[src/rtl/ram_port_arbiter.sv]
// rtl/ram_port_arbiter.sv - shares one data RAM port between instruction fetch and the memory stage
//
// Purpose:
//   Grants at most one of two requesters per cycle and turns the winner's
//   request into a registered RAM access. The memory stage normally wins
//   contention. A starvation counter forces a fetch grant after STARVE_MAX
//   back-to-back data grants made while fetch was waiting. Every read is
//   tagged with its source so its data returns to the requester that issued it.
//
// Parameters:
//   RAM_LAT     RAM read latency, cycle of o_ram_re to cycle of valid i_ram_rdata (1..4)
//   STARVE_MAX  consecutive data grants tolerated while fetch waits (1..15)
//
// Ports:
//   i_clk, i_rst                   clock; synchronous active-high reset
//   i_if_req, i_if_addr            fetch read request and word address
//   o_if_gnt                       fetch accepted this cycle (combinational)
//   o_if_rvalid, o_if_rdata        fetch read return (one-cycle pulse)
//   i_dm_req, i_dm_we, i_dm_addr   memory-stage request, store flag, word address
//   i_dm_wdata, i_dm_be            store data and byte enables
//   o_dm_gnt                       data request accepted this cycle (combinational)
//   o_dm_rvalid, o_dm_rdata        load return (one-cycle pulse)
//   o_ram_addr/wdata/be/we/re      registered RAM access
//   i_ram_rdata                    RAM read data, valid RAM_LAT cycles after o_ram_re

module ram_port_arbiter #(
  parameter int RAM_LAT    = 1,
  parameter int STARVE_MAX = 3
) (
  input  logic        i_clk,
  input  logic        i_rst,

  input  logic        i_if_req,
  input  logic [29:0] i_if_addr,
  output logic        o_if_gnt,
  output logic        o_if_rvalid,
  output logic [31:0] o_if_rdata,

  input  logic        i_dm_req,
  input  logic        i_dm_we,
  input  logic [29:0] i_dm_addr,
  input  logic [31:0] i_dm_wdata,
  input  logic [3:0]  i_dm_be,
  output logic        o_dm_gnt,
  output logic        o_dm_rvalid,
  output logic [31:0] o_dm_rdata,

  output logic [29:0] o_ram_addr,
  output logic [31:0] o_ram_wdata,
  output logic [3:0]  o_ram_be,
  output logic        o_ram_we,
  output logic        o_ram_re,
  input  logic [31:0] i_ram_rdata
);

  localparam logic [3:0] STARVE_LIM = 4'(STARVE_MAX);
  localparam logic       SRC_IF     = 1'b0;
  localparam logic       SRC_DM     = 1'b1;

  // ---------------------------------------------------------------------------
  // Arbitration
  // ---------------------------------------------------------------------------
  logic [3:0] r_starve_cnt;
  logic       w_starved;
  logic       w_if_gnt;
  logic       w_dm_gnt;

  assign w_starved = (r_starve_cnt == STARVE_LIM);

  // Grants depend only on requests, reset and the starve counter, never on
  // i_ram_rdata, so there is no combinational RAM-to-requester path.
  always_comb begin
    w_if_gnt = 1'b0;
    w_dm_gnt = 1'b0;
    if (!i_rst) begin
      if (i_dm_req && !(i_if_req && w_starved)) begin
        w_dm_gnt = 1'b1;
      end else if (i_if_req) begin
        w_if_gnt = 1'b1;
      end
    end
  end

  assign o_if_gnt = w_if_gnt;
  assign o_dm_gnt = w_dm_gnt;

  // Counts data grants that bypassed a waiting fetch; any cycle in which fetch
  // is not both waiting and passed over clears it.
  always_ff @(posedge i_clk) begin
    if (i_rst) begin
      r_starve_cnt <= '0;
    end else if (w_dm_gnt && i_if_req) begin
      if (!w_starved) begin
        r_starve_cnt <= r_starve_cnt + 4'd1;
      end
    end else begin
      r_starve_cnt <= '0;
    end
  end

  // ---------------------------------------------------------------------------
  // Registered RAM access
  // ---------------------------------------------------------------------------
  logic [29:0] r_ram_addr;
  logic [31:0] r_ram_wdata;
  logic [3:0]  r_ram_be;
  logic        r_ram_we;
  logic        r_ram_re;
  logic        r_src;

  // Address, data and byte enables hold across idle cycles; only the strobes drop.
  always_ff @(posedge i_clk) begin
    if (i_rst) begin
      r_ram_addr  <= '0;
      r_ram_wdata <= '0;
      r_ram_be    <= '0;
      r_ram_we    <= 1'b0;
      r_ram_re    <= 1'b0;
      r_src       <= SRC_IF;
    end else if (w_dm_gnt) begin
      r_ram_addr  <= i_dm_addr;
      r_ram_wdata <= i_dm_we ? i_dm_wdata : 32'h0;
      r_ram_be    <= i_dm_we ? i_dm_be : 4'b1111;
      r_ram_we    <= i_dm_we;
      r_ram_re    <= ~i_dm_we;
      r_src       <= SRC_DM;
    end else if (w_if_gnt) begin
      r_ram_addr  <= i_if_addr;
      r_ram_wdata <= 32'h0;
      r_ram_be    <= 4'b1111;
      r_ram_we    <= 1'b0;
      r_ram_re    <= 1'b1;
      r_src       <= SRC_IF;
    end else begin
      r_ram_we    <= 1'b0;
      r_ram_re    <= 1'b0;
    end
  end

  assign o_ram_addr  = r_ram_addr;
  assign o_ram_wdata = r_ram_wdata;
  assign o_ram_be    = r_ram_be;
  assign o_ram_we    = r_ram_we;
  assign o_ram_re    = r_ram_re;

  // ---------------------------------------------------------------------------
  // Read tag pipeline
  // ---------------------------------------------------------------------------
  // Stage 0 captures the strobe/source currently on the RAM port, so the head
  // stage lines up with the cycle in which the RAM presents that read's data.
  logic [RAM_LAT-1:0] r_tag_vld;
  logic [RAM_LAT-1:0] r_tag_src;

  always_ff @(posedge i_clk) begin
    if (i_rst) begin
      r_tag_vld <= '0;
      r_tag_src <= '0;
    end else begin
      r_tag_vld[0] <= r_ram_re;
      r_tag_src[0] <= r_src;
      for (int i = 1; i < RAM_LAT; i++) begin
        r_tag_vld[i] <= r_tag_vld[i-1];
        r_tag_src[i] <= r_tag_src[i-1];
      end
    end
  end

  logic w_head_vld;
  logic w_if_hit;
  logic w_dm_hit;

  // Returns are suppressed while reset is asserted so no stale read escapes.
  assign w_head_vld = r_tag_vld[RAM_LAT-1] & ~i_rst;
  assign w_if_hit   = w_head_vld & (r_tag_src[RAM_LAT-1] == SRC_IF);
  assign w_dm_hit   = w_head_vld & (r_tag_src[RAM_LAT-1] == SRC_DM);

  // ---------------------------------------------------------------------------
  // Read return
  // ---------------------------------------------------------------------------
  // The RAM data is live only in the head cycle, so it is forwarded straight
  // through on the pulse and captured for the requester to see afterwards.
  logic [31:0] r_if_rdata;
  logic [31:0] r_dm_rdata;

  always_ff @(posedge i_clk) begin
    if (i_rst) begin
      r_if_rdata <= '0;
      r_dm_rdata <= '0;
    end else begin
      if (w_if_hit) begin
        r_if_rdata <= i_ram_rdata;
      end
      if (w_dm_hit) begin
        r_dm_rdata <= i_ram_rdata;
      end
    end
  end

  assign o_if_rvalid = w_if_hit;
  assign o_dm_rvalid = w_dm_hit;
  assign o_if_rdata  = w_if_hit ? i_ram_rdata : r_if_rdata;
  assign o_dm_rdata  = w_dm_hit ? i_ram_rdata : r_dm_rdata;

endmodule

[config.mk]
export PLATFORM = sky130hd
export DESIGN_NAME = ram_port_arbiter
export DESIGN_NICKNAME = d
export VERILOG_FILES = /design/src/rtl/ram_port_arbiter.sv
export SDC_FILE = /design/constraint.sdc
export NUM_CORES = 1
export LEC_CHECK = 0
export ABC_AREA = 0
export BUFFER_PORTS_ARGS = -buffer_cell sky130_fd_sc_hd__clkbuf_2
export CAP_MARGIN = 20
export CELL_PAD_IN_SITES_DETAIL_PLACEMENT = 0
export CELL_PAD_IN_SITES_GLOBAL_PLACEMENT = 1
export CORE_AREA = 4 4 165 167
export CTS_BUF_LIST = sky130_fd_sc_hd__clkbuf_16
export CTS_CLUSTER_SIZE = 30
export DETAILED_ROUTE_END_ITERATION = 12
export DIE_AREA = 0 0 169 171
export GPL_TIMING_DRIVEN = 1
export MAX_ROUTING_LAYER = met4
export PLACE_DENSITY = 0.57
export SETUP_SLACK_MARGIN = 0.1
export SYNTH_ARGS = -nofsm -noshare
export SYNTH_HDL_FRONTEND = slang
export SYNTH_SLANG_ARGS = --single-unit
export TNS_END_PERCENT = 1
[constraint.sdc]
create_clock -name i_clk -period 1.6 [get_ports i_clk]
set_input_delay 0.24 -clock i_clk [delete_from_list [all_inputs] [get_ports i_clk]]
set_output_delay 0.24 -clock i_clk [all_outputs]
set_load 0.1 [all_outputs]
== Word level (Yosys, flattened, before mapping) ==
Index checks and enable logic that the tools add are counted.
Word-level totals
  flip-flop bits (word level): 139
  input port bits: 133
  output and inout bits: 136
  word-level logic and storage cells: 47
Operators by class
  $add $sub $neg: 1
  equal/unequal tests: 1
  multiplexer cells: 19
  bitwise gates (word level): 8
  reduce and logical (&&, ||, !) cells: 7
Operators by type and width (count)
  2-to-1 mux 32 bit: 5
  2-to-1 mux 30 bit: 2
  2-to-1 mux 4 bit: 3
  2-to-1 mux 1 bit: 9
  NOT 1 bit: 5
  adder 4 x 1 -> 4 bit, second input constant: 1
  == test 4 x 2 -> 1 bit, second input constant: 1
  OR reduction 2 bit: 2
  bitwise AND 1 bit: 3
  logical AND 1 bit: 3
  nonzero test 2 bit: 1
  logical NOT 1 bit: 1

== Longest topological paths before layout ==
Gate-level depths: netlist of run 1.
  depth after elaboration: 9
  gate-level depth with buffers: 6
  depth with buffers taken out: 4

== Least setup slack after synthesis of run 1 ==
Ideal clock, no wire load.
  path type: input to register
  start point: in i_rst
  end point: reg r_dm_rdata[10]
  setup time: 0.118 ns
  data arrival time: 1.756 ns
  data required time: 1.482 ns
  slack: -0.274 ns
  stages on the path: 5
  path buffers: 2
  cells stage by stage: buf_6 nand3b_4 buf_2 mux2_1 and2_1
On the way
  longest elaborated chain between the ends: 4
Ends and longest elaborated chain
  start, declared: line 31  | input logic i_rst,
  NOT 1 bit: line 173  | assign w_head_vld = r_tag_vld[RAM_LAT-1] & ~i_rst;
  bitwise AND 1 bit: line 173
  bitwise AND 1 bit: line 175  | assign w_dm_hit = w_head_vld & (r_tag_src[RAM_LAT-1] == SRC_DM);
  2-to-1 mux 32 bit
  via o_dm_rdata[10]: line 46  | output logic [31:0] o_dm_rdata,
  end signal, assigned: line 194  | r_dm_rdata <= i_ram_rdata;
  end, declared: line 183  | logic [31:0] r_dm_rdata;
The timed path passes the listed nets, and every way through them passes these cells.
A chain may end at the register's enable or synchronous reset.

== Worst setup path in the final report of run 1 ==
  start point: reg r_tag_vld
  end point: out o_if_rdata[6]
On the way
  longest elaborated chain between the ends: 3
Ends and longest elaborated chain
  start, declared: line 151  | logic [RAM_LAT-1:0] r_tag_vld;
  start signal, assigned by index: line 162  | r_tag_vld[i] <= r_tag_vld[i-1];
  bitwise AND 1 bit: line 173
  bitwise AND 1 bit: line 174  | assign w_if_hit = w_head_vld & (r_tag_src[RAM_LAT-1] == SRC_IF);
  2-to-1 mux 32 bit
  end, declared: line 37  | output logic [31:0] o_if_rdata,
No other way between the ends.

==> results.md, run 1 <==
| Group | Parameter | This run |
|:---|:---|:---|
| worst setup path | Peak fanout along the critical path | 10 |
| cts | Clk sink count | 139 |
| cts | Number of buffers between clock root and the deepest sink | 2 |
| synthesis | Post-synthesis average cell area | 11.4 um2 |
| drt | DRC violation count after routing | 0 |
| outcome | Outcome | complete, but fails checks |
| synthesis | Synthesized instance count | 516 |
| placed design | Placed Instances | 1107 |
| power and ir drop | LEAKAGE | 4.28 nW |
| sta | Worst-margin pin slew | 565 ps |
| power and ir drop | Cell internal pwr | 6.60 mW |
| sta | Clock skew after layout | 12.7 ps |
| drt | Iteration count of the initial detailed-routing pass | 4 |
| sta | Final period util | 128% |
| cts | CTS tree | yes |
| global route | GR Overflow Total | 0 |
| power and ir drop | Switching share of total power | 31.0% |
| hold path | Endpoint of the worst hold path | o_ram_addr[13] |
| drt | Vias after detailed routing | 5014 |
| global route | Overall fraction of global-route tracks in use | 13.2% |
| global route | Met3 usage | 3.97% |
| drt | Wire length reported by the detailed router | 19500 um |
| worst setup path | Flop2flop setup slack | 100 ps |
| worst setup path | Data arrival time of the worst path | 1810 ps |
| floorplan | Horizontal die dimension | 169 um |
| synthesis | Post-synthesis sequential area ratio | 47.3% |
| outcome | Violated checks | negative setup slack |
| drt | Number of nets still failing antenna checks after routing | 0 |
| final layout | Syn-to-layout area delta | 62.0% |
| worst setup path | Capturing element type of the critical path | output pin |
| global route | Wire length of the first global-routing pass | 29000 um |
| sta | Number of slew-limit violations in the final report | 0 |
| flow run | Number of max-cap violations | 0 |
| sta | Accumulated negative setup slack | -24820 ps |
| global route | Vias in the first global route | 5030 |
| final layout | Total area of multi-input combinational cells | 0.00286 mm2 |
| cts | Root buffer cell | clkbuf_16 |
| cts | Clk Latency, worst-skew pair | 420 ps |
| worst setup path | Depth of the most critical reg-to-reg path | 5 |
| floorplan | Overall die area | 0.0289 mm2 |
| placed design | Total half-perimeter wirelength after legalization and detailed placement | 14000 um |
| worst setup path | Count of buffer and inverter cells on the critical path | 3 |
| final layout | Fill cell count | 2583 |
| power and ir drop | Sequential cell fraction of total power | 37.8% |
| floorplan | I/O pin total | 269 |
| final layout | FF+latch area | 0.00279 mm2 |
| floorplan | Std-Cell Rows | 59 |
| final layout | Number of antenna diodes | 0 |
| final layout | Number of standard cells in the layout, taps in and fillers out | 1138 |
| cts | Deepest level of the CTS H-tree | 4 |
| sta | Count of endpoints failing hold in the final timing report | 0 |
| hold path | WHS Path Cells | 2 |
| floorplan | Die height | 171 um |
| cts | Hold Buf Count CTS | 0 |
| cts | Setup bufs post-CTS | 0 |
| floorplan | Initial cell density of the core | 22.8% |
| sta | Fmax achieved | 0.487 GHz |
| placed design | Routability Congestion | 0.730 |
| hold path | Hold/Removal Path Class | primary input to flip-flop |
| power and ir drop | Clock network fraction of total power | 42.6% |
| worst setup path | Worst Setup Start Kind | flip-flop |
| worst setup path | Startpoint of the lowest-slack register-to-register path | r_tag_vld |
| synthesis | Number of storage elements in the synthesis netlist | 139 |
| global route | Maximum number of pins on one net before global-route repair | 83 |
| sta | Slack of the critical path | -452 ps |
| worst setup path | Cell family contributing the most delay on the critical path | buffers and inverters |
| global route | Met1 routing resource usage after global routing | 17.7% |
| sta | Worst slew margin | 62.5% |
| worst setup path | Maximum cell stage delay along the critical path | 350 ps |
| worst setup path | Worst path most repeated cell | buf_12 |
| global route | Busiest layer in global routing | met2 |
| power and ir drop | Net switching power | 2.97 mW |
| worst setup path | Capture instance of the worst register-to-register path | r_if_rdata[12] |
| power and ir drop | Total Power Consumption | 9.57 mW |
| drt | Routed wirelength normalized by instance count | 17.1 um |
| power and ir drop | Combinational share of power | 19.6% |
| synthesis | Count of flip-flops with a built-in enable after synthesis | 0 |
| final layout | Share of final-layout standard cells stronger than drive strength 1 | 58.9% |
| sta | Unrepaired setup endpoints after global routing | true |
| sta | Setup-violating endpoint count in the final report | 68 |
| synthesis | Yosys warning count | 0 |
| synthesis | Proportion of synthesized flip-flops having asynchronous set or reset | 0% |
| cts | TritonCTS buffer count | 17 |
| hold path | Hold path start | i_dm_addr[13] |
| placed design | PortBufs | 268 |
| final layout | Total Nets Final | 925 |
| synthesis | Post-synthesis net count | 650 |
| drt | First DRT Iteration DRCs | 184 |
| floorplan | Core region area | 0.0258 mm2 |
| worst setup path | Cell breakdown of the critical path | nor3b_4 > buf_12 > buf_4 > mux2_4 > buf_12 |
| global route | Initial antenna violation count | 0 |
| drt | Mean number of vias per cell | 4.41 |
| power and ir drop | Ratio of total power to cell area | 1010 mW/mm2 |
| global route | Met2 track demand over resource | 19.2% |
| cts | Clock transition at the registers of the reported paths | 70 ps |
| final layout | Leading cell types in the layout, fill and taps excluded | clkbuf_2 (169), dfxtp_1 (135), buf_12 (78) |
| worst setup path | Critical path's slowest cell | dfxtp_2 |
| worst setup path | Type of the setup path with the least slack | flip-flop to output pin |
| final layout | Most common library cell in the layout ignoring fill and taps | clkbuf_2 |
| power and ir drop | Worst IR drop on VDD | 0.000565 V |
| synthesis | Area of the mapped netlist | 0.00588 mm2 |
| sta | Final critical path time including I/O delays and setup | 2050 ps |
| synthesis | Count of cell types in the netlist | 32 |
| worst setup path | Required time at the worst-slack endpoint | 1360 ps |
| synthesis | Most instantiated flip-flop cell in the synthesis netlist | dfxtp_1 |
==> metrics by stage <==
step / util [%] / area, um2 / hold WS [ps] / setup WS [ps]
5_1_grt: 37.0 / 9520 / 31.8 / -522
2_1_floorplan: - / 5890 / 378 / -109
4_1_cts: 36.8 / 9480 / 25.9 / -493
3_3_place_gp: 34.3 / 8840 / 445 / -117
6_report: 37.0 / 9520 / 50.5 / -452
3_5_place_dp: 34.3 / 8840 / 449 / -125
==> worst max-delay path by stage <==
| stage | startpoint | end | slack (ps) | cells after the start |
|---|---|---|---|---|
| after global routing | r_tag_vld | o_if_rdata[8] | -520 | 5 |
| after CTS | r_tag_vld | o_if_rdata[9] | -490 | 5 |
| after detailed placement | i_rst | o_if_rdata[30] | -120 | 6 |
| after floorplan | i_rst | r_if_rdata[22] | -110 | 5 |
| final | r_tag_vld | o_if_rdata[6] | -450 | 5 |
| after global placement | i_rst | o_if_rdata[28] | -120 | 6 |
==> worst reg2reg max path, stage by stage (launching register included) <==
cell,delay [ps]
dfxtp_2,350
nor3b_4,230
buf_12,170
buf_4,160
mux2_4,320
and2_1,170
==> cell type report <==
| class | count | area share (%) |
|---|---|---|
| Sequential cell | 139 | 29.3 |
| Timing Repair Buffer | 310 | 29.7 |
| Multi-Input combinational cell | 314 | 30.0 |
| Clock inverter | 14 | 1.80 |
| Inverter | 9 | 0.355 |
| Tap cell | 335 | 4.40 |
| Clock buffer | 17 | 4.47 |
==> flip-flops by register name (all words and copies together) (netlist names) <==
signal        count
o_ram_addr       30
o_ram_be          4
o_ram_re          1
o_ram_wdata      32
o_ram_we          1
r_dm_rdata       32
r_if_rdata       32
r_src             1
r_starve_cnt      4
r_tag_src         1
r_tag_vld         1
==> repair_timing <==
| item | 4_1_cts | 5_1_grt |
|---|---|---|
| pin swaps | 2 | 1 |
| gates resized for setup | 16 | 32 |
| setup endpoints to repair | 129 | 172 |
==> cell families (layout without fill, tap and decap cells) <==
kind of cell	count (synthesis)	in the layout	synth area share, %
fa+ha+maj	1	1	0.213
simple gates	127	127	15.2
buf+inv	63	350	5.22
flops	139	139	47.3
compound gates	91	91	12.7
mux	94	94	19.2
xor+xnor	1	1	0.149
==> Yosys cell counts (2+ instances only) <==
master / number / area [um2]
dfxtp_1: 139 / 2780
clkbuf_1: 33 / 124
a31o_2: 52 / 455
mux2_4: 29 / 435
mux2i_1: 30 / 300
and2_1: 65 / 407
inv_1: 9 / 33.8
nor2_1: 4 / 15.0
and3_1: 2 / 12.5
nor2b_1: 3 / 18.8
nand4_1: 10 / 62.6
nand2b_1: 2 / 12.5
mux2_2: 11 / 124
buf_2: 14 / 70.1
mux2_1: 24 / 270
nor3_1: 4 / 20.0
a211oi_1: 24 / 180
buf_6: 7 / 78.8
nor4b_1: 32 / 280
o31ai_1: 10 / 75.1
==> per-layer routing <==
metal	up-vias	part of all wire (%)
li1	2438	-
met1	2366	48
met2	202	44
met3	8	7.6
met4	0	0.81
met5	-	0
==> power by group through the flow <==
| stage | registers [mW] | clock network (mW) | logic, mW |
|---|---|---|---|
| 6_report | 3.62 | 4.08 | 1.88 |
| 5_1_grt | 3.63 | 4.40 | 1.97 |
| 4_1_cts | 3.62 | 4.27 | 1.89 |
| 3_5_place_dp | 3.69 | 0 | 1.88 |
| 3_3_place_gp | 3.69 | 0 | 1.88 |
| 2_1_floorplan | 4.26 | 0 | 0.699 |
Note: power is estimated with default switching activity, not from simulation.
==> inputs of run 2 (changes only) <==
SKIP_LAST_GASP = 1   (was default)
==> run 2 against run 1 <==
  * The run still ends with negative setup slack left
  * Cell area fell by 0.95%
  * Sequential power about the same
  * Clock skew hardly changed
  * Worst setup slack got worse by 3.2 ps
  * Clock power hardly changed
  * Largest power group unchanged
  * Sequential cell count unchanged
  * Utilization decreased by 0.35 points
  * Non-clock buffer count did not move
  * Routed wire length is 0.50% lower
  * Combinational power about the same
  * Global-route usage is essentially flat
  * Clock-buffer cell count unchanged
==> results.md, run 2 (synthesis results as in run 1) <==
| Group | Parameter | This run | vs previous |
|:---|:---|:---|:---|
| outcome | Outcome | complete, but fails checks |  |
| outcome | Violated checks | negative setup slack |  |
| global route | Wire length of the first global-routing pass | 28900 um | -0.17% |
| worst setup path | Data arrival time of the worst path | 1820 ps | about the same |
| sta | Fmax achieved | 0.487 GHz | -0.15% |
| worst setup path | Startpoint of the lowest-slack register-to-register path | r_starve_cnt[0] |  |
| final layout | FF+latch area | 0.00279 mm2 | about the same |
| worst setup path | Depth of the most critical reg-to-reg path | 6 | +1 |
| cts | Root buffer cell | clkbuf_16 |  |
| worst setup path | Worst Setup Start Kind | flip-flop |  |
| final layout | Most common library cell in the layout ignoring fill and taps | clkbuf_2 |  |
| cts | CTS tree | yes |  |
| drt | Wire length reported by the detailed router | 19400 um | -0.50% |
| placed design | Total half-perimeter wirelength after legalization and detailed placement | 14000 um | unchanged |
| floorplan | Horizontal die dimension | 169 um | unchanged |
| global route | Vias in the first global route | 5027 | -0.060% |
| cts | Setup bufs post-CTS | 0 | unchanged |
| sta | Accumulated negative setup slack | -25380 ps | -554 ps |
| drt | Number of nets still failing antenna checks after routing | 0 | unchanged |
| drt | DRC violation count after routing | 0 | unchanged |
| worst setup path | Required time at the worst-slack endpoint | 1360 ps | about the same |
| worst setup path | Capturing element type of the critical path | output pin |  |
| final layout | Total area of multi-input combinational cells | 0.00279 mm2 | -2.1% |
| power and ir drop | Combinational share of power | 19.5% | about the same |
| sta | Final period util | 128% | +0.20 points |
| sta | Count of endpoints failing hold in the final timing report | 0 | unchanged |
| cts | Deepest level of the CTS H-tree | 4 | unchanged |
| sta | Slack of the critical path | -455 ps | -3.17 ps |
| cts | Clk Latency, worst-skew pair | 420 ps | about the same |
| worst setup path | Critical path launch point | r_tag_vld |  |
| floorplan | Overall die area | 0.0289 mm2 | unchanged |
| final layout | Fill cell count | 2583 | unchanged |
| floorplan | Die height | 171 um | unchanged |
| power and ir drop | Net switching power | 2.96 mW | -0.41% |
| sta | Setup-violating endpoint count in the final report | 68 | unchanged |
| worst setup path | Flop2flop setup slack | 30 ps | -70 ps |
| worst setup path | Peak fanout along the critical path | 10 | unchanged |
| global route | GR Overflow Total | 0 | unchanged |
| placed design | Cell Area, Placed | 0.00884 mm2 | unchanged |
| final layout | Total Nets Final | 925 | unchanged |
| global route | Initial antenna violation count | 0 | unchanged |
| placed design | PortBufs | 268 | unchanged |
| floorplan | Initial cell density of the core | 22.8% | unchanged |
| global route | Overall fraction of global-route tracks in use | 13.2% | -0.015 points |
| floorplan | Std-Cell Rows | 59 | unchanged |
| hold path | Hold/Removal Path Class | primary input to flip-flop |  |
| power and ir drop | Sequential cell fraction of total power | 37.9% | about the same |
| power and ir drop | Clock network fraction of total power | 42.6% | about the same |
| final layout | Finished layout cell area | 0.00943 mm2 | -0.95% |
| sta | Number of slew-limit violations in the final report | 0 | unchanged |
| power and ir drop | Cell internal pwr | 6.59 mW | -0.18% |
| drt | Vias after detailed routing | 5009 | -0.10% |
| flow run | Number of max-cap violations | 0 | unchanged |
| drt | Iteration count of the initial detailed-routing pass | 6 | +2 |
| placed design | Post-place setup slack | -125 ps | unchanged |
| power and ir drop | Total Power Consumption | 9.55 mW | -0.25% |
| global route | Maximum number of pins on one net before global-route repair | 83 | unchanged |
| cts | CTS resizes | 0 | -16 |
| sta | Unrepaired setup endpoints after global routing | true |  |
| sta | Min Hold Slack | 52.1 ps | +1.58 ps |
| final layout | Number of antenna diodes | 0 | unchanged |
| final layout | Share of final-layout standard cells stronger than drive strength 1 | 57.8% | -1.1 points |
| hold path | Hold path start | i_dm_addr[13] |  |
| worst setup path | Capture instance of the worst register-to-register path | o_ram_addr[4] |  |
| worst setup path | Type of the setup path with the least slack | flip-flop to output pin |  |
| hold path | WHS Path Cells | 2 | unchanged |
| power and ir drop | LEAKAGE | 4.25 nW | -0.72% |
| cts | Clock transition at the registers of the reported paths | 70 ps | about the same |
| sta | Worst-margin pin slew | 591 ps | +25.4 ps |
| sta | Final critical path time including I/O delays and setup | 2060 ps | +3.17 ps |
| sta | Clock skew after layout | 12.9 ps | +0.172 ps |
| power and ir drop | Worst IR drop on VDD | 0.000564 V | -0.29% |
| cts | Number of buffers between clock root and the deepest sink | 2 | unchanged |
| power and ir drop | Switching share of total power | 31.0% | -0.049 points |
| cts | TritonCTS buffer count | 17 | unchanged |
| drt | Routed wirelength normalized by instance count | 17.0 um | -0.50% |
| floorplan | Core region area | 0.0258 mm2 | unchanged |
| power and ir drop | Ratio of total power to cell area | 1010 mW/mm2 | +0.70% |
| final layout | Number of standard cells in the layout, taps in and fillers out | 1138 | unchanged |
| drt | First DRT Iteration DRCs | 162 | -12% |
| hold path | Endpoint of the worst hold path | o_ram_addr[13] |  |
| placed design | Placed Instances | 1107 | unchanged |
| final layout | Post-layout util | 36.6% | -0.35 points |
| final layout | Leading cell types in the layout, fill and taps excluded | clkbuf_2 (199), dfxtp_1 (137), buf_12 (78) |  |
| final layout | Syn-to-layout area delta | 60.5% |  |
| drt | Mean number of vias per cell | 4.40 | about the same |
| floorplan | I/O pin total | 269 | unchanged |
| cts | Hold Buf Count CTS | 0 | unchanged |
| cts | Clk sink count | 139 | unchanged |
| placed design | Routability Congestion | 0.730 | unchanged |
| sta | Worst slew margin | 60.8% | -1.7 points |
## run 2: cell types whose count changed in the layout (fill, tap and decap cells not counted), moves of 2 or more
cell | before | now
buf_4 | 30 | 33
clkbuf_4 | 6 | 0
buf_6 | 3 | 0
dfxtp_2 | 4 | 2
buf_2 | 24 | 0
o31ai_2 | 3 | 0
clkbuf_2 | 169 | 199
dfxtp_1 | 135 | 137
o31ai_1 | 7 | 10
## run 2: layout make-up
type                    instances  area share, %
clock buffers                  17           4.51
clock inverters                14           1.82
inverters                       9          0.358
multi-input cells             314           29.6
flip-flops and latches        139           29.5
well taps                     335           4.44
repair buffers                310           29.7
## run 2: worst max-delay path, cell delays in order, from the launching register on
cell     delay, ps
dfxtp_2        350
nor3b_4        220
buf_12         170
buf_4          160
mux2_4         330
buf_12         170
## run 2: worst max path at each step
stage	endpoint	depth (start not counted)
after floorplan	r_if_rdata[22]	5
after global placement	o_if_rdata[28]	6
after detailed placement	o_if_rdata[30]	6
after CTS	o_if_rdata[30]	5
after global routing	o_if_rdata[30]	5
final	o_if_rdata[28]	5
## run 2: per-layer routing
metal	share of wire, %	vias up	track usage [%]
li1	-	2438	-
met1	47	2346	17.7
met2	44	215	19.2
met3	8.0	10	4.00
met4	0.84	0	3.78
met5	0	-	-
## run 2: power groups by stage
stage | Clock [mW] | Sequential (mW) | Combinational, mW
floorplan | 0 | 4.26 | 0.699
global placement | 0 | 3.69 | 1.88
detailed placement | 0 | 3.69 | 1.88
CTS | 4.27 | 3.61 | 1.89
global route | 4.40 | 3.63 | 1.95
finish | 4.07 | 3.62 | 1.86
==> inputs of run 3 (changes only) <==
BUFFER_PORTS_ARGS = default   (was -buffer_cell sky130_fd_sc_hd__clkbuf_2)
DONT_BUFFER_PORTS = 1   (was default)
PLACE_DENSITY = 0.45   (was 0.57)
==> run 3 against run 2 <==
  * Highest routed layer unchanged
  * First-iteration DRC count up 71%
  * The run still ends with negative setup slack left
  * Clock skew down 1.5 ps
  * Clock-buffer cell count unchanged
  * Via count down 5.1%
  * Sequential share of layout area up 0.70 points
  * Largest cell class is now multi-input gates
  * Largest power group unchanged
  * Critical endpoint is now o_if_rdata[10]
  * Worst setup slack better by 9.6 ps
  * Die area unchanged
  * Non-clock buffer count down 97
==> results.md, run 3 (synthesis results as in run 1) <==
| Group | Parameter | This run | vs previous |
|:---|:---|:---|:---|
| outcome | Outcome | complete, but fails checks |  |
| outcome | Violated checks | negative setup slack |  |
| sta | Setup-violating endpoint count in the final report | 124 | +82% |
| power and ir drop | Total Power Consumption | 9.14 mW | -4.3% |
| cts | Root buffer cell | clkbuf_16 |  |
| sta | Fmax achieved | 0.489 GHz | +0.47% |
| sta | Min Hold Slack | 41.4 ps | -10.7 ps |
| floorplan | I/O pin total | 269 | unchanged |
| cts | TritonCTS buffer count | 17 | unchanged |
| sta | Worst slew margin | 52.5% | -8.2 points |
| final layout | Post-layout util | 35.8% | -0.84 points |
| power and ir drop | Ratio of total power to cell area | 992 mW/mm2 | -2.0% |
| floorplan | Core region area | 0.0258 mm2 | unchanged |
| sta | Worst-margin pin slew | 709 ps | +119 ps |
| cts | Number of buffers between clock root and the deepest sink | 2 | unchanged |
| global route | Maximum number of pins on one net before global-route repair | 73 | -12% |
| power and ir drop | Clock network fraction of total power | 41.8% | -0.8 points |
| worst setup path | Peak fanout along the critical path | 7 | -3 |
| drt | DRC violation count after routing | 0 | unchanged |
| power and ir drop | Combinational share of power | 18.6% | -0.9 points |
| placed design | Cell Area, Placed | 0.00784 mm2 | -11% |
| drt | Mean number of vias per cell | 4.56 | +3.7% |
| power and ir drop | Switching share of total power | 31.3% | +0.30 points |
| sta | Number of slew-limit violations in the final report | 0 | unchanged |
| final layout | Finished layout cell area | 0.00922 mm2 | -2.3% |
| final layout | Most common library cell in the layout ignoring fill and taps | dfxtp_1 |  |
| floorplan | Std-Cell Rows | 59 | unchanged |
| cts | Clock transition at the registers of the reported paths | 60 ps | about the same |
| worst setup path | Capturing element type of the critical path | output pin |  |
| placed design | Routability Congestion | 0.708 | -3.1% |
| global route | Initial antenna violation count | 0 | unchanged |
| final layout | Fill cell count | 2508 | -2.9% |
| drt | Wire length reported by the detailed router | 18400 um | -5.1% |
| hold path | WHS Path Cells | 2 | unchanged |
| global route | Overall fraction of global-route tracks in use | 12.6% | -0.61 points |
| hold path | Hold/Removal Path Class | primary input to flip-flop |  |
| worst setup path | Data arrival time of the worst path | 1810 ps | about the same |
| drt | Routed wirelength normalized by instance count | 17.6 um | +3.6% |
| sta | Slack of the critical path | -446 ps | +9.60 ps |
| worst setup path | Depth of the most critical reg-to-reg path | 5 | -1 |
| cts | Clk Latency, worst-skew pair | 410 ps | about the same |
| floorplan | Die height | 171 um | unchanged |
| power and ir drop | Net switching power | 2.86 mW | -3.3% |
| global route | Vias in the first global route | 4962 | -1.3% |
| floorplan | Horizontal die dimension | 169 um | unchanged |
| drt | First DRT Iteration DRCs | 277 | +71% |
| final layout | Share of final-layout standard cells stronger than drive strength 1 | 42.1% | -16 points |
| floorplan | Initial cell density of the core | 22.8% | unchanged |
| power and ir drop | Worst IR drop on VDD | 0.000429 V | -24% |
| power and ir drop | Sequential cell fraction of total power | 39.6% | +1.7 points |
| placed design | Placed Instances | 936 | -15% |
| sta | Count of endpoints failing hold in the final timing report | 0 | unchanged |
| worst setup path | Worst Setup Start Kind | flip-flop |  |
| drt | Number of nets still failing antenna checks after routing | 0 | unchanged |
| placed design | Total half-perimeter wirelength after legalization and detailed placement | 12200 um | -13% |
| cts | Deepest level of the CTS H-tree | 4 | unchanged |
| sta | Accumulated negative setup slack | -23960 ps | +1420 ps |
| final layout | Syn-to-layout area delta | 56.8% |  |
| sta | Unrepaired setup endpoints after global routing | true |  |
| drt | Iteration count of the initial detailed-routing pass | 4 | -2 |
| drt | Vias after detailed routing | 4755 | -5.1% |
| final layout | Leading cell types in the layout, fill and taps excluded | dfxtp_1 (137), buf_4 (77), dlygate4sd3_1 (70) |  |
| sta | Final critical path time including I/O delays and setup | 2050 ps | -9.60 ps |
| cts | Clk sink count | 139 | unchanged |
| placed design | PortBufs | 0 | -100% |
| worst setup path | Required time at the worst-slack endpoint | 1360 ps | about the same |
| sta | Clock skew after layout | 11.4 ps | -1.46 ps |
| cts | CTS tree | yes |  |
| worst setup path | Type of the setup path with the least slack | flip-flop to output pin |  |
| sta | Final period util | 128% | -0.60 points |
| final layout | Number of standard cells in the layout, taps in and fillers out | 1042 | -8.4% |
| flow run | Number of max-cap violations | 0 | unchanged |
| final layout | Number of antenna diodes | 0 | unchanged |
| final layout | Total Nets Final | 828 | -10% |
| floorplan | Overall die area | 0.0289 mm2 | unchanged |
| global route | GR Overflow Total | 0 | unchanged |
| power and ir drop | LEAKAGE | 3.81 nW | -10% |
| placed design | Post-place setup slack | -66.2 ps | +58.5 ps |
| power and ir drop | Cell internal pwr | 6.28 mW | -4.7% |
| global route | Wire length of the first global-routing pass | 27900 um | -3.5% |
==> run 3: cell types whose count changed in the layout (fill, tap and decap cells not counted), moves of 2 or more <==
cell / before / now
mux2_2: 35 / 32
buf_12: 78 / 61
buf_4: 33 / 77
inv_6: 3 / 5
clkbuf_2: 199 / 0
dlygate4sd3_1: 0 / 70
mux2_4: 29 / 32
bufinv_16: 3 / 1
buf_16: 0 / 2
==> run 3: power groups by stage <==
stage	logic (mW)	registers, mW	clock network [mW]
after floorplan	0.699	4.26	0
after global placement	1.52	3.69	0
final	1.70	3.62	3.83
after detailed placement	1.53	3.69	0
after CTS	1.70	3.62	4.01
after global routing	1.76	3.63	4.15
==> run 3: layout make-up <==
type / count / area, um2 / area share (%)
clock buffers: 17 / 425 / 4.62
well taps: 335 / 419 / 4.55
repair buffers: 213 / 2610 / 28.3
flip-flops and latches: 139 / 2790 / 30.2
clock inverters: 15 / 140 / 1.52
inverters: 9 / 33.8 / 0.367
multi-input cells: 314 / 2810 / 30.5
==> run 3: routing by layer <==
metal	GRT usage [%]	vias up	share of wire (%)
li1	-	2243	-
met1	15.0	2282	43
met2	20.6	215	48
met3	4.04	15	7.7
met4	3.47	0	1.2
met5	-	-	0
==> run 3: final timing paths <==
kind	startpoint	to	slack, ps
max	r_tag_vld	o_if_rdata[10]	-450
min	i_dm_req	o_ram_addr[25]	40
max reg2reg	r_starve_cnt[0]	o_ram_wdata[0]	-80
min reg2reg	r_starve_cnt[0]	r_starve_cnt[0]	450
==> run 3: worst max-delay path: stages, from the launching register on <==
cell and delay, ps:
dfxtp_2 350, nor3b_4 190, buf_6 200, buf_8 160
mux2_4 330, buf_12 170
==> run 3: what timing repair did <==
item / CTS / global route
pin swaps: 0 / 1
setup buffers: 1 / 0
hold buffers: 70 / 0
cloned: 2 / 1
endpoints found under the setup margin: 142 / 163
endpoints found under the hold margin: 70 / 0
resized for setup: 7 / 2
